### src/rtl/alu_multicycle.sv
// Registered ALU: one-cycle add/sub/branch, andb, xor; logical shifts run one bit per cycle
// under a start/busy/done handshake.
module alu_multicycle #(
   parameter int DATA_WIDTH  = 8,
   parameter int SHAMT_WIDTH = $clog2(DATA_WIDTH)
) (
   input  logic                  clk,
   input  logic                  reset,
   input  logic                  start,
   input  logic [DATA_WIDTH-1:0] in1,
   input  logic [DATA_WIDTH-1:0] in2,
   input  logic [1:0]            alu_op,
   input  logic [1:0]            branch_sel,
   input  logic                  sub,
   input  logic                  branch,
   input  logic                  shift_left,
   output logic                  busy,
   output logic                  done,
   output logic [DATA_WIDTH-1:0] out_val,
   output logic                  zero,
   output logic                  sign,
   output logic                  overflow
);

   typedef enum logic {IDLE = 1'b0, SHIFT = 1'b1} state_t;

   state_t state, state_next;

   logic signed [DATA_WIDTH-1:0] opa, opb, sum;
   logic [2:0]            flags_now;
   logic                  flag_sel;
   logic                  oversize;
   logic                  accept;
   logic                  multi;
   logic                  shift_last;
   logic [DATA_WIDTH-1:0] result_now;
   logic [DATA_WIDTH-1:0] shreg;
   logic [DATA_WIDTH-1:0] shifted;
   logic [SHAMT_WIDTH-1:0] cnt;
   logic                  dir;
   logic [2:0]            pend_flags;

   function automatic logic [2:0] adder_flags(input logic signed [DATA_WIDTH-1:0] a,
                                              input logic signed [DATA_WIDTH-1:0] b,
                                              input logic signed [DATA_WIDTH-1:0] s);
      logic ovf;
      ovf = (a[DATA_WIDTH-1] == b[DATA_WIDTH-1]) && (s[DATA_WIDTH-1] != a[DATA_WIDTH-1]);
      return {(s == '0), s[DATA_WIDTH-1], ovf};
   endfunction

   assign opa       = $signed(in1);
   assign opb       = $signed(sub ? ~in2 : in2);
   assign sum       = opa + opb + $signed({{(DATA_WIDTH-1){1'b0}}, sub});
   assign flags_now = adder_flags(opa, opb, sum);

   // Any bit at or above SHAMT_WIDTH means the whole operand shifts out.
   assign oversize   = |(in2 >> SHAMT_WIDTH);
   assign accept     = start && (state == IDLE);
   assign multi      = accept && (alu_op == 2'b11) && (in2 != '0) && !oversize;
   assign shift_last = (state == SHIFT) && (cnt == SHAMT_WIDTH'(1));
   assign shifted    = dir ? (shreg << 1) : (shreg >> 1);
   assign busy       = (state == SHIFT);

   always_comb begin
      flag_sel = flags_now[2];
      case (branch_sel)
         2'b01:   flag_sel = flags_now[1];
         2'b10:   flag_sel = flags_now[0];
         default: flag_sel = flags_now[2];
      endcase
   end

   always_comb begin
      result_now = '0;
      case (alu_op)
         2'b00:   result_now = branch ? {{(DATA_WIDTH-1){1'b0}}, flag_sel} : sum;
         2'b01:   result_now = in1 & {DATA_WIDTH{in2[0]}};
         2'b10:   result_now = in1 ^ in2;
         default: result_now = oversize ? '0 : in1;
      endcase
   end

   always_ff @(posedge clk) begin
      if (reset) state <= IDLE;
      else       state <= state_next;
   end

   always_comb begin
      state_next = state;
      case (state)
         IDLE:    if (multi)      state_next = SHIFT;
         SHIFT:   if (shift_last) state_next = IDLE;
         default: state_next = IDLE;
      endcase
   end

   // Shift working registers; only meaningful while in SHIFT.
   always_ff @(posedge clk) begin
      if (multi) begin
         shreg      <= in1;
         cnt        <= in2[SHAMT_WIDTH-1:0];
         dir        <= shift_left;
         pend_flags <= flags_now;
      end else if (state == SHIFT) begin
         shreg <= shifted;
         cnt   <= cnt - SHAMT_WIDTH'(1);
      end
   end

   always_ff @(posedge clk) begin
      if (reset) begin
         out_val  <= '0;
         zero     <= 1'b0;
         sign     <= 1'b0;
         overflow <= 1'b0;
         done     <= 1'b0;
      end else begin
         done <= 1'b0;
         if (accept && !multi) begin
            out_val                 <= result_now;
            {zero, sign, overflow} <= flags_now;
            done                    <= 1'b1;
         end else if (shift_last) begin
            out_val                 <= shifted;
            {zero, sign, overflow} <= pend_flags;
            done                    <= 1'b1;
         end
      end
   end

endmodule

### config.mk
export PLATFORM = sky130hd
export DESIGN_NAME = alu_multicycle
export DESIGN_NICKNAME = d
export VERILOG_FILES = /design/src/rtl/alu_multicycle.sv
export SDC_FILE = /design/constraint.sdc
export NUM_CORES = 1
export LEC_CHECK = 0
export CAP_MARGIN = 30
export CORE_MARGIN = 2
export CORE_UTILIZATION = 30
export CTS_CLUSTER_DIAMETER = 200
export DETAILED_ROUTE_END_ITERATION = 10
export HOLD_SLACK_MARGIN = 0.06
export SLEW_MARGIN = 20
export SYNTH_ARGS = -nofsm -noshare
export SYNTH_HDL_FRONTEND = slang
export SYNTH_SLANG_ARGS = --single-unit
export TNS_END_PERCENT = 10
### constraint.sdc
create_clock -name clk -period 3.55 [get_ports clk]
set_clock_uncertainty 0.2 [all_clocks]
set_input_delay 0.71 -clock clk [delete_from_list [all_inputs] [get_ports clk]]
set_output_delay 0.71 -clock clk [all_outputs]
set_load 0.02 [all_outputs]
==> results_dict.tcl, run 1 <==
set metrics [dict create \
    status "finished clean" \
    placed_cells 416 \
    instances_no_fill 420 \
    synth_fp_nets 300 \
    drtPass1Iterations 4 \
    final_antenna_net_count 0 \
    count_of_flip_flops_with_a_built_in_enable_after_synthesis 15 \
    area_of_the_core_um2 7253 \
    ys_async_sr_fraction_pct 0 \
    synthCells 262 \
    mean_number_of_vias_per_cell 5.138 \
    synthTopCellsByArea "edfxtp_1 20%, dfxtp_1 12%, a21oi_1 7.6%, ha_1 6.1%, nor2_1 4.3%" \
    routed-via-count 2158 \
    setup_viol 0 \
    vdd_drop_max_mv 0.1208 \
    cts-hold-fix-buffers 0 \
    final_net_count 360 \
    synth.avg_cell_area_um2 8.567 \
    capturing_point_of_the_worst_reg2reg_path "out_val[0]" \
    cellLeakagePower_nw 1.156 \
    htreeDepth 1 \
    min-delay-path-class "reg2reg" \
    wirelength_met1_mm 2.894 \
    routed_wire_length_mm 6.254 \
    netlist.top_cell.by_area "edfxtp_1" \
    synth_ff_type "edfxtp_1" \
    grt_pass1_wl_mm 10.47 \
    fp.dieH_um 90.50 \
    cts.repair_timing.setup_buffer_count 0 \
    count_of_port_buffers_added_during_placement 38 \
    cts_buffers 3 \
    worstHoldStart "out_val[3]" \
    max_freq_mhz 304.1 \
    ctsLongestPathBuffers 2 \
    top_layer_used "met4" \
    final.hold.worst_slack_ns 0.3210 \
    antenna_found_initial 0 \
    holdPathEnd "out_val[3]" \
    worstReg2RegStart "busy" \
    cp-start-kind "input port" \
    starting_density_of_the_core_pct 30.95 \
    antennaDiodeCount 0 \
    routed-wl-met3_um 238 \
    cts_tree "built" \
    floorplan.rows 31 \
    cp_data_arrival_time_ns 3.26 \
    timing.reg2reg.worst_path_depth 6 \
    filler_cell_count 763 \
    required_ns 3.52 \
    pin_count 39 \
    detailedRoute.firstIterationViolations 111 \
    min_period_ns 3.289 \
    finalHoldViolations 0 \
    last_weighted_congestion_value_of_the_routability_driven_placer 0.9109 \
    clock_latency_ns 0.27 \
    power.total_mw 0.8857 \
    die-width_um 90.50 \
    cts_resized 0 \
    clockRootBuffer "clkbuf_8" \
    area_delta_synth_final_pct 31.72 \
    cts_sinks 28 \
    synth.yosys.warnings 0 \
    ys_seq_area_share_pct 31.66 \
    drive_above_1_share_pct 16.51 \
    postSynthRegisterBits 28 \
    global_route.usage.total_pct 15.40 \
    timing.final.max_slew_violations 0 \
    post_drt_wl_per_cell_um 14.89 \
    max_slew_margin_pct 62.76 \
    worst-r2r-setup-slack_ns 1.44 \
    multi_input_area_um2 1401 \
    cts.clk_slew.worst_paths_ns 0.09 \
    dp_hpwl_mm 5.181 \
    power_density_nw_per_um2 299.6 \
    first_global_vias 2108 \
    worstHoldPathCells 1 \
    length_of_routed_met2_wiring_mm 3.015 \
    netlist-cell-type-count 56 \
    overflow 0 \
    worstPathMaxFanout 7 \
    remaining_drc_errors 0 \
    maxCapViolations 0 \
    end_kind "flop" \
    crit_type "in2reg" \
    layout.area.seq_um2 710.7 \
    final_core_utilization_pct 40.76 \
    die-area_um2 8190 \
    tightest_slew_ns 0.5445 \
    synth.top_cell.area_share_pct 20.07 \
    synth_area_um2 2245 \
    maximum_number_of_pins_on_one_net_before_global_route_repair 19 \
    portion_of_the_clock_cycle_consumed_by_the_worst_path_in_the_final_layout_pct 92.64 \
    grt_setup_unrepaired "no" \
]
registers in the layout (all words and copies together) (netlist names):
| name | cells |
|---|---|
| out_val | 8 |
| sign | 1 |
| shreg | 8 |
| dir | 1 |
| cnt | 3 |
| overflow | 1 |
| done | 1 |
| busy | 1 |
| pend_flags | 3 |
| zero | 1 |
cell usage in the layout, fill, tap and decap left out, types with 10 or more instances in the layout:
cell              n
clkdlybuf4s50_1  38
inv_1            15
nand2_1          15
ha_1             11
nor2_1           26
dfxtp_1          13
buf_4            30
xor2_1           10
o21ai_0          16
edfxtp_1         15
a21oi_1          34
per-stage QoR:
step	setup WS [ns]	instance area [µm²]	TNS, ns
5_1_grt	0.06227	2957	0
4_1_cts	0.2559	2957	0
6_report	0.2613	2957	0
2_1_floorplan	0.4788	2245	0
3_5_place_dp	-0.02978	2902	-0.02978
3_3_place_gp	0.06395	2902	0
critical path: stages:
cell,delay [ns]
clkdlybuf4s50_1,0.45
buf_4,0.16
xor2_1,0.23
inv_1,0.09
fa_1,0.44
nand2b_1,0.18
a21oi_1,0.16
xor2_1,0.20
nor4_1,0.09
and3b_1,0.21
o311a_1,0.34
logic make-up (layout without fill, tap and decap cells):
logic type      count (synthesis)  after routing  synth area share [%]
compound gates                 88             88                 26.20
simple gates                   79             79                 18.06
buf+inv                        29             88                 5.908
flops                          28             28                 31.66
xor+xnor                       15             15                 5.853
fa+ha+maj                      12             12                 7.023
mux                            11             11                 5.295
where the power goes:
part	total [mW]	internal, mW	leakage, nW	switching [mW]
clock network	0.194	0.0991	0.0288	0.0949
registers	0.357	0.351	0.239	0.00602
logic	0.335	0.162	0.888	0.172
total	0.886	0.612	1.16	0.273
cells in the mapped netlist, drive strengths merged, types with 2 or more instances:
| library cell | n |
|---|---|
| dfxtp | 13 |
| nor3 | 7 |
| nand2b | 6 |
| nor2b | 4 |
| a21oi | 34 |
| o311ai | 2 |
| a31o | 2 |
| or2 | 2 |
| o211ai | 4 |
| a211oi | 3 |
| nor2 | 26 |
| a22oi | 4 |
| nand2 | 15 |
| clkbuf | 9 |
| mux2 | 4 |
| nor4 | 3 |
| or3 | 3 |
| o21ai | 16 |
| xnor2 | 5 |
| edfxtp | 15 |
| buf | 4 |
| inv | 16 |
| xor2 | 10 |
| mux2i | 7 |
| nand3 | 3 |
| and3b | 2 |
| a31oi | 5 |
| o311a | 4 |
| a221oi | 2 |
| and2 | 3 |
| o22ai | 2 |
| ha | 11 |
layout make-up:
class                           instances  share of cell area (%)
Tap cell                               99                   4.190
Multi-Input combinational cell        205                   47.40
Timing Repair Buffer                   68                   20.48
Sequential cell                        28                   24.04
Inverter                               16                   2.031
Clock buffer                            4                   1.862
worst max-delay path by stage:
stage / from / end / slack, ns / cells after the start
2_1_floorplan: sub / out_val[0] / 0.48 / 9
3_3_place_gp: sub / out_val[0] / 0.06 / 10
3_5_place_dp: sub / out_val[0] / -0.03 / 11
4_1_cts: sub / out_val[0] / 0.26 / 11
5_1_grt: sub / out_val[0] / 0.06 / 11
6_report: sub / out_val[0] / 0.26 / 11
per-layer routing:
metal,GRT usage (%),vias up
li1,-,1090
met1,20.50,1015
met2,26.99,47
met3,0.9182,6
met4,4.231,0
met5,0,-
No activity file was read; power rests on OpenSTA's default activity.
==> inputs of run 2 (changes only) <==
MAX_ROUTING_LAYER = met4   (was unset)
==> results of run 2 <==
The final DEF is identical to that of run 1; final timing and power are the same.
Among the figures that moved: final weighted congestion in routability-driven placement 0.9109 -> 0.9266; overall routing resource usage 15.40% -> 15.84%
